===== src/rtl/i2c_target_regs.sv =====
// I2C target responder with a small register file.
// A master writes a register pointer, then data bytes that land at the pointer
// with auto-increment; reads stream bytes out from the pointer the same way.
// SDA/SCL are synchronized and edge-detected on clk; clk must run >= 20x SCL.
//
// Handshake/timing contract: the bus has no valid/ready; the master owns SCL.
// SDA is sampled on the cycle an SCL rising edge is seen, and sda_oe only
// changes on the cycle after an SCL falling edge is seen, so the line is never
// moved by this block while SCL is high. reg_wr_en is a one-cycle strobe with
// reg_wr_addr/reg_wr_data valid in the same cycle; there is no back-pressure.
module i2c_target_regs #(
    parameter logic [6:0] DEV_ADDR = 7'h42,
    parameter int         NUM_REGS = 16,
    parameter int         PTR_W    = 4
) (
    input  logic             clk,
    input  logic             reset,
    input  logic             scl_in,
    input  logic             sda_in,
    output logic             sda_oe,
    output logic             scl_oe,
    input  logic [PTR_W-1:0] loc_rd_addr,
    output logic [7:0]       loc_rd_data,
    output logic             reg_wr_en,
    output logic [PTR_W-1:0] reg_wr_addr,
    output logic [7:0]       reg_wr_data,
    output logic             busy,
    output logic [3:0]       dbg_state_o
);

    typedef enum logic [3:0] {
        S_IDLE      = 4'd0,
        S_ADDR      = 4'd1,
        S_ADDR_ACK  = 4'd2,
        S_PTR       = 4'd3,
        S_PTR_ACK   = 4'd4,
        S_WR_DATA   = 4'd5,
        S_WR_ACK    = 4'd6,
        S_RD_DATA   = 4'd7,
        S_RD_ACK    = 4'd8,
        S_WAIT_STOP = 4'd9
    } state_t;

    // Synchronizer and history flops
    logic scl_s1_q, scl_s2_q, scl_h_q;
    logic sda_s1_q, sda_s2_q, sda_h_q;

    // Protocol state
    state_t           state_q;
    logic [2:0]       bitcnt_q;
    logic [7:0]       shreg_q;
    logic [PTR_W-1:0] ptr_q;
    logic             rw_q;
    logic             ack_drv_q;
    logic             mack_q;
    logic             fall_q;
    logic             sda_oe_q;
    logic             busy_q;
    logic             wr_en_q;
    logic [PTR_W-1:0] wr_addr_q;
    logic [7:0]       wr_data_q;
    logic [7:0]       regs_q [NUM_REGS];

    // Edge and bus-condition decode
    logic       scl_rise, scl_fall, scl_edge;
    logic       sda_rise, sda_fall;
    logic       start_det, stop_det;
    logic [7:0] rx_byte_d;
    logic [7:0] rd_byte_d;
    logic       addr_match;

    assign scl_rise  = scl_s2_q & ~scl_h_q;
    assign scl_fall  = ~scl_s2_q & scl_h_q;
    assign scl_edge  = scl_rise | scl_fall;
    assign sda_rise  = sda_s2_q & ~sda_h_q;
    assign sda_fall  = ~sda_s2_q & sda_h_q;
    // SCL must be steadily high; a simultaneous SCL edge makes it a data bit.
    assign start_det = sda_fall & scl_s2_q & ~scl_edge;
    assign stop_det  = sda_rise & scl_s2_q & ~scl_edge;

    assign rx_byte_d  = {shreg_q[6:0], sda_s2_q};
    assign rd_byte_d  = regs_q[ptr_q];
    assign addr_match = (rx_byte_d[7:1] == DEV_ADDR) && (rx_byte_d[7:1] != 7'h00);

    assign sda_oe      = sda_oe_q;
    assign scl_oe      = 1'b0;
    assign loc_rd_data = regs_q[loc_rd_addr];
    assign reg_wr_en   = wr_en_q;
    assign reg_wr_addr = wr_addr_q;
    assign reg_wr_data = wr_data_q;
    assign busy        = busy_q;
    assign dbg_state_o = state_q;

    // Two-flop synchronizers plus a history flop for edge detection
    always_ff @(posedge clk) begin
        if (reset) begin
            scl_s1_q <= 1'b1;
            scl_s2_q <= 1'b1;
            scl_h_q  <= 1'b1;
            sda_s1_q <= 1'b1;
            sda_s2_q <= 1'b1;
            sda_h_q  <= 1'b1;
            fall_q   <= 1'b0;
        end else begin
            scl_s1_q <= scl_in;
            scl_s2_q <= scl_s1_q;
            scl_h_q  <= scl_s2_q;
            sda_s1_q <= sda_in;
            sda_s2_q <= sda_s1_q;
            sda_h_q  <= sda_s2_q;
            fall_q   <= scl_fall;
        end
    end

    // Protocol FSM, register file and registered outputs
    always_ff @(posedge clk) begin
        if (reset) begin
            state_q   <= S_IDLE;
            bitcnt_q  <= 3'd0;
            shreg_q   <= 8'h00;
            ptr_q     <= '0;
            rw_q      <= 1'b0;
            ack_drv_q <= 1'b0;
            mack_q    <= 1'b0;
            sda_oe_q  <= 1'b0;
            busy_q    <= 1'b0;
            wr_en_q   <= 1'b0;
            wr_addr_q <= '0;
            wr_data_q <= 8'h00;
            for (int i = 0; i < NUM_REGS; i++) begin
                regs_q[i] <= 8'h00;
            end
        end else begin
            wr_en_q <= 1'b0;
            if (start_det) begin
                // START or repeated START: busy and pointer are kept
                state_q   <= S_ADDR;
                bitcnt_q  <= 3'd0;
                sda_oe_q  <= 1'b0;
                ack_drv_q <= 1'b0;
                mack_q    <= 1'b0;
            end else if (stop_det) begin
                // STOP: any partial byte is dropped
                state_q   <= S_IDLE;
                bitcnt_q  <= 3'd0;
                sda_oe_q  <= 1'b0;
                busy_q    <= 1'b0;
                ack_drv_q <= 1'b0;
                mack_q    <= 1'b0;
            end else begin
                case (state_q)
                    S_IDLE, S_WAIT_STOP: begin
                        // wait for START/STOP only
                    end
                    S_ADDR, S_PTR, S_WR_DATA: begin
                        if (scl_rise) begin
                            shreg_q  <= rx_byte_d;
                            bitcnt_q <= bitcnt_q + 3'd1;
                            if (bitcnt_q == 3'd7) begin
                                ack_drv_q <= 1'b0;
                                if (state_q == S_ADDR) begin
                                    if (addr_match) begin
                                        busy_q  <= 1'b1;
                                        rw_q    <= rx_byte_d[0];
                                        state_q <= S_ADDR_ACK;
                                    end else begin
                                        busy_q  <= 1'b0;
                                        state_q <= S_IDLE;
                                    end
                                end else if (state_q == S_PTR) begin
                                    ptr_q   <= rx_byte_d[PTR_W-1:0];
                                    state_q <= S_PTR_ACK;
                                end else begin
                                    regs_q[ptr_q] <= rx_byte_d;
                                    wr_en_q       <= 1'b1;
                                    wr_addr_q     <= ptr_q;
                                    wr_data_q     <= rx_byte_d;
                                    ptr_q         <= ptr_q + 1'b1;
                                    state_q       <= S_WR_ACK;
                                end
                            end
                        end
                    end
                    S_ADDR_ACK, S_PTR_ACK, S_WR_ACK: begin
                        // first falling edge starts the ACK, second one ends it
                        if (fall_q) begin
                            if (!ack_drv_q) begin
                                sda_oe_q  <= 1'b1;
                                ack_drv_q <= 1'b1;
                            end else begin
                                ack_drv_q <= 1'b0;
                                bitcnt_q  <= 3'd0;
                                if (state_q == S_ADDR_ACK && rw_q) begin
                                    shreg_q  <= rd_byte_d;
                                    sda_oe_q <= ~rd_byte_d[7];
                                    ptr_q    <= ptr_q + 1'b1;
                                    state_q  <= S_RD_DATA;
                                end else begin
                                    sda_oe_q <= 1'b0;
                                    state_q  <= (state_q == S_ADDR_ACK) ? S_PTR : S_WR_DATA;
                                end
                            end
                        end
                    end
                    S_RD_DATA: begin
                        // bit 7 went out on entry; each fall presents the next bit
                        if (fall_q) begin
                            if (bitcnt_q == 3'd7) begin
                                sda_oe_q <= 1'b0;
                                bitcnt_q <= 3'd0;
                                mack_q   <= 1'b0;
                                state_q  <= S_RD_ACK;
                            end else begin
                                sda_oe_q <= ~shreg_q[6];
                                shreg_q  <= {shreg_q[6:0], 1'b0};
                                bitcnt_q <= bitcnt_q + 3'd1;
                            end
                        end
                    end
                    S_RD_ACK: begin
                        if (scl_rise) begin
                            if (sda_s2_q) begin
                                state_q <= S_WAIT_STOP;
                            end else begin
                                mack_q <= 1'b1;
                            end
                        end else if (fall_q && mack_q) begin
                            mack_q   <= 1'b0;
                            bitcnt_q <= 3'd0;
                            shreg_q  <= rd_byte_d;
                            sda_oe_q <= ~rd_byte_d[7];
                            ptr_q    <= ptr_q + 1'b1;
                            state_q  <= S_RD_DATA;
                        end
                    end
                    default: begin
                        state_q  <= S_IDLE;
                        sda_oe_q <= 1'b0;
                    end
                endcase
            end
        end
    end

endmodule


===== config.mk =====
export PLATFORM = sky130hd
export DESIGN_NAME = i2c_target_regs
export DESIGN_NICKNAME = d
export VERILOG_FILES = /design/src/rtl/i2c_target_regs.sv
export SDC_FILE = /design/constraint.sdc
export NUM_CORES = 1
export LEC_CHECK = 0
export CAP_MARGIN = 20
export CORE_ASPECT_RATIO = 0.8
export CORE_MARGIN = 4
export CORE_UTILIZATION = 60
export DETAILED_ROUTE_END_ITERATION = 16
export PLACE_DENSITY = 0.79
export SLEW_MARGIN = 20
export SYNTH_ARGS = -nofsm -noshare
export SYNTH_HDL_FRONTEND = slang
export SYNTH_SLANG_ARGS = --single-unit

===== constraint.sdc =====
create_clock -name clk -period 6.9 [get_ports clk]
set_input_delay 1.38 -clock clk [delete_from_list [all_inputs] [get_ports clk]]
set_output_delay 1.38 -clock clk [all_outputs]
set_load 0.01 [all_outputs]

==> run metrics <==
port buffer count 34; gr ovfl total 0; Starting Density 0.613; fraction of layout cells with a size suffix above 1 0.167; Comb pwr share 0.069; slowest stage delay, CP between 0.5 and 0.6 ns; drt pass-1 iters 6; Primary FF master, synth edfxtp_1; count of cell types in the netlist 58; FILL cells ~1100; clock insertion delay at the later pin of the skew report roughly 0.43 ns; Yosys reg bits around 180; H-tree depth 4; GRT Util Overall 0.295; post-CTS setup buffers 0; final hold vios 0; vias per cell 6.91; Clk pwr share 0.403; pin count of the biggest net entering global routing 33; RSZ-0062 raised after global routing false; # setup viols final 0; Crit Path Category primary input to output pin; CP max-delay cell mux4_2; Syn. warnings 0; internal power between 0.0015 and 0.002 W; root buf cell clkbuf_16; HP Class flop to flop; asr flop ratio synth 0; number of buffers and inverters on the critical path 3; Layout Nets between 700 and 800; CTS Hold Buffers Added 0; wire length per cell between 20 and 30 um; die height between 100 and 150 um; reg-to-reg setup timing slack around 3.2 ns; Area growth syn-to-layout 10.6%; hold slack roughly 0.4 ns; CTS Sinks roughly 180; syn_nets about 750; sequential-to-total area share from yosys stat 0.520; worst vdd ir 168 uV; Switch Pwr ~0.00052 W; maximum root-to-sink buffer count 2; first-pass GRT wire length between 30 and 40 mm; worst path cell trace clkdlybuf4s50_1, buf_4, mux4_2, mux4_2, clkdlybuf4s50_1; Total Wirelength ~25 mm; DP HPWL around 17 mm; routability cong. slightly below 1; max-slew violation count 0; CP arrival 3.68 ns; sequential fraction of design power 0.528; Clock Skew ~0.012 ns; die width 146 um; Cells after Synth 733; Cell Rows 40; relative slew slack 0.238; sw frac 0.231; Worst Tran Pin Value about 1.1 ns; Post-synth EDFFs 128; Setup crit start kind primary input; Num CTS Buffers 17; largest fanout on the critical path 32; Core ar. roughly 15000 um^2; number of diodes 0; power per standard cell area ~220 nW/um^2; final setup TNS 0 ns; Largest delay share family, worst path buffers and inverters; vias in the first global route around 6200; CTS clk-pin slew, worst paths around 0.06 ns; Max Cap Viol 0; Initial DRC Count between 900 and 1000; Final Critical Period 5.06 ns; Tcrit/Tclk final 0.733; CTS tree done; # DRC 0; Setup crit end kind output pin; post-cts resize count 0; status finished clean; initial antenna violation count 0; antenna viol nets, final 0; number of I/O pins 36; Max Clk Rate approximately 200 MHz; Leak between 3 and 4 nW; Avg Cell Area, Syn 12.5 um^2; Post-Syn Area slightly above 9000 um^2; Required @ worst endpoint 5.52 ns; die area between 15000 and 20000 um^2; total number of vias about 6500
-- flip-flops by register name, summed over array words and instances (netlist names), 3 cells and up, named ones only --
register / cells
ptr_q: 4
reg_wr_addr: 4
bitcnt_q: 3
shreg_q: 7
reg_wr_data: 8
dbg_state_o: 4
regs_q: 128
-- cells in the mapped netlist, drive strengths merged, types with 5 or more instances --
library cell	number	area share
o21ai	33	0.018
a211o	6	0.0057
mux2	13	0.016
or2	6	0.0041
clkbuf	33	0.013
and3	7	0.0048
nor3	9	0.0060
inv	10	0.0041
nand3	12	0.0065
nor2b	10	0.0068
edfxtp	128	0.42
a21oi	37	0.020
and2	129	0.088
o211ai	5	0.0041
nor2	39	0.016
mux4	66	0.16
dfxtp	47	0.10
a22oi	7	0.0057
buf	24	0.013
a31oi	5	0.0034
a221oi	5	0.0048
ha	8	0.011
mux2i	11	0.012
nand2	44	0.018
-- routing by layer --
metal | track usage | vias to the layer above | share of wire
li1 | - | 2740 | -
met4 | 0.0899 | 0 | 0.027
met1 | 0.424 | 3174 | 0.37
met3 | 0.104 | 64 | 0.15
met2 | 0.426 | 534 | 0.45
met5 | 0 | - | 0
-- cells by family after synthesis --
group	count (synthesis)	synth area share
and+or+nand+nor	274	0.167
DFF	175	0.520
AOI/OAI and AO/OA	116	0.0796
muxes	90	0.189
buffers and inverters	67	0.0310
adders and majority gates	8	0.0109
xor gates and xnor gates	2	0.00190
other	1	0.000408
-- power by group through the flow --
stage / Combinational [W] / Clock (W) / Sequential [W]
floorplan: 0.000108 / 0 / 0.00120
global placement: 0.000148 / 0 / 0.00122
detailed placement: 0.000153 / 0 / 0.00122
CTS: 0.000154 / 0.000915 / 0.00119
global route: 0.000164 / 0.000975 / 0.00120
finish: 0.000156 / 0.000914 / 0.00120
-- area by class of cell --
type | count | area [um^2] | share of cell area
sequential | 175 | 4780 | 0.471
multi-input combinational | 491 | 4130 | 0.406
clock buffer | 20 | 478 | 0.0470
timing repair buffer | 45 | 420 | 0.0413
tap | 189 | 236 | 0.0233
clock inverter | 12 | 80.1 | 0.00787
inverter | 10 | 37.5 | 0.00369
-- placed cells by master (no fill, tap or decap), types with 8 or more instances in the layout --
cell type          n
a21oi_1           37
and2_1           129
buf_4             12
clkbuf_16         18
clkdlybuf4s50_1   33
dfxtp_1           47
edfxtp_1         128
ha_1               8
inv_1              8
mux2_1            10
mux2i_1           11
mux4_2            66
nand2_1           44
nand3_1           12
nor2_1            39
nor2b_1           10
o21ai_1           27
-- through the flow --
step / area, um^2 / setup slack, ns / instances / utilization / power (W)
after floorplan: 9200 / 2.60 / 733 / - / 0.00130
after global placement: 9600 / 1.71 / 910 / 0.640 / 0.00136
after detailed placement: 9600 / 1.63 / 910 / 0.640 / 0.00137
after CTS: 10200 / 1.64 / 942 / 0.677 / 0.00226
after global routing: 10200 / 1.80 / 942 / 0.677 / 0.00234
final: 10200 / 1.84 / 942 / 0.677 / 0.00227
-- worst paths after layout --
path | startpoint | to | cells past startpoint
max | loc_rd_addr[1] | loc_rd_data[1] | 5
min reg2reg | scl_s1_q | scl_s2_q | 1
max reg2reg | sda_s2_q | regs_q[3][4] | 5
min | scl_s1_q | scl_s2_q | 1
No activity file was read; power rests on OpenSTA's default activity.
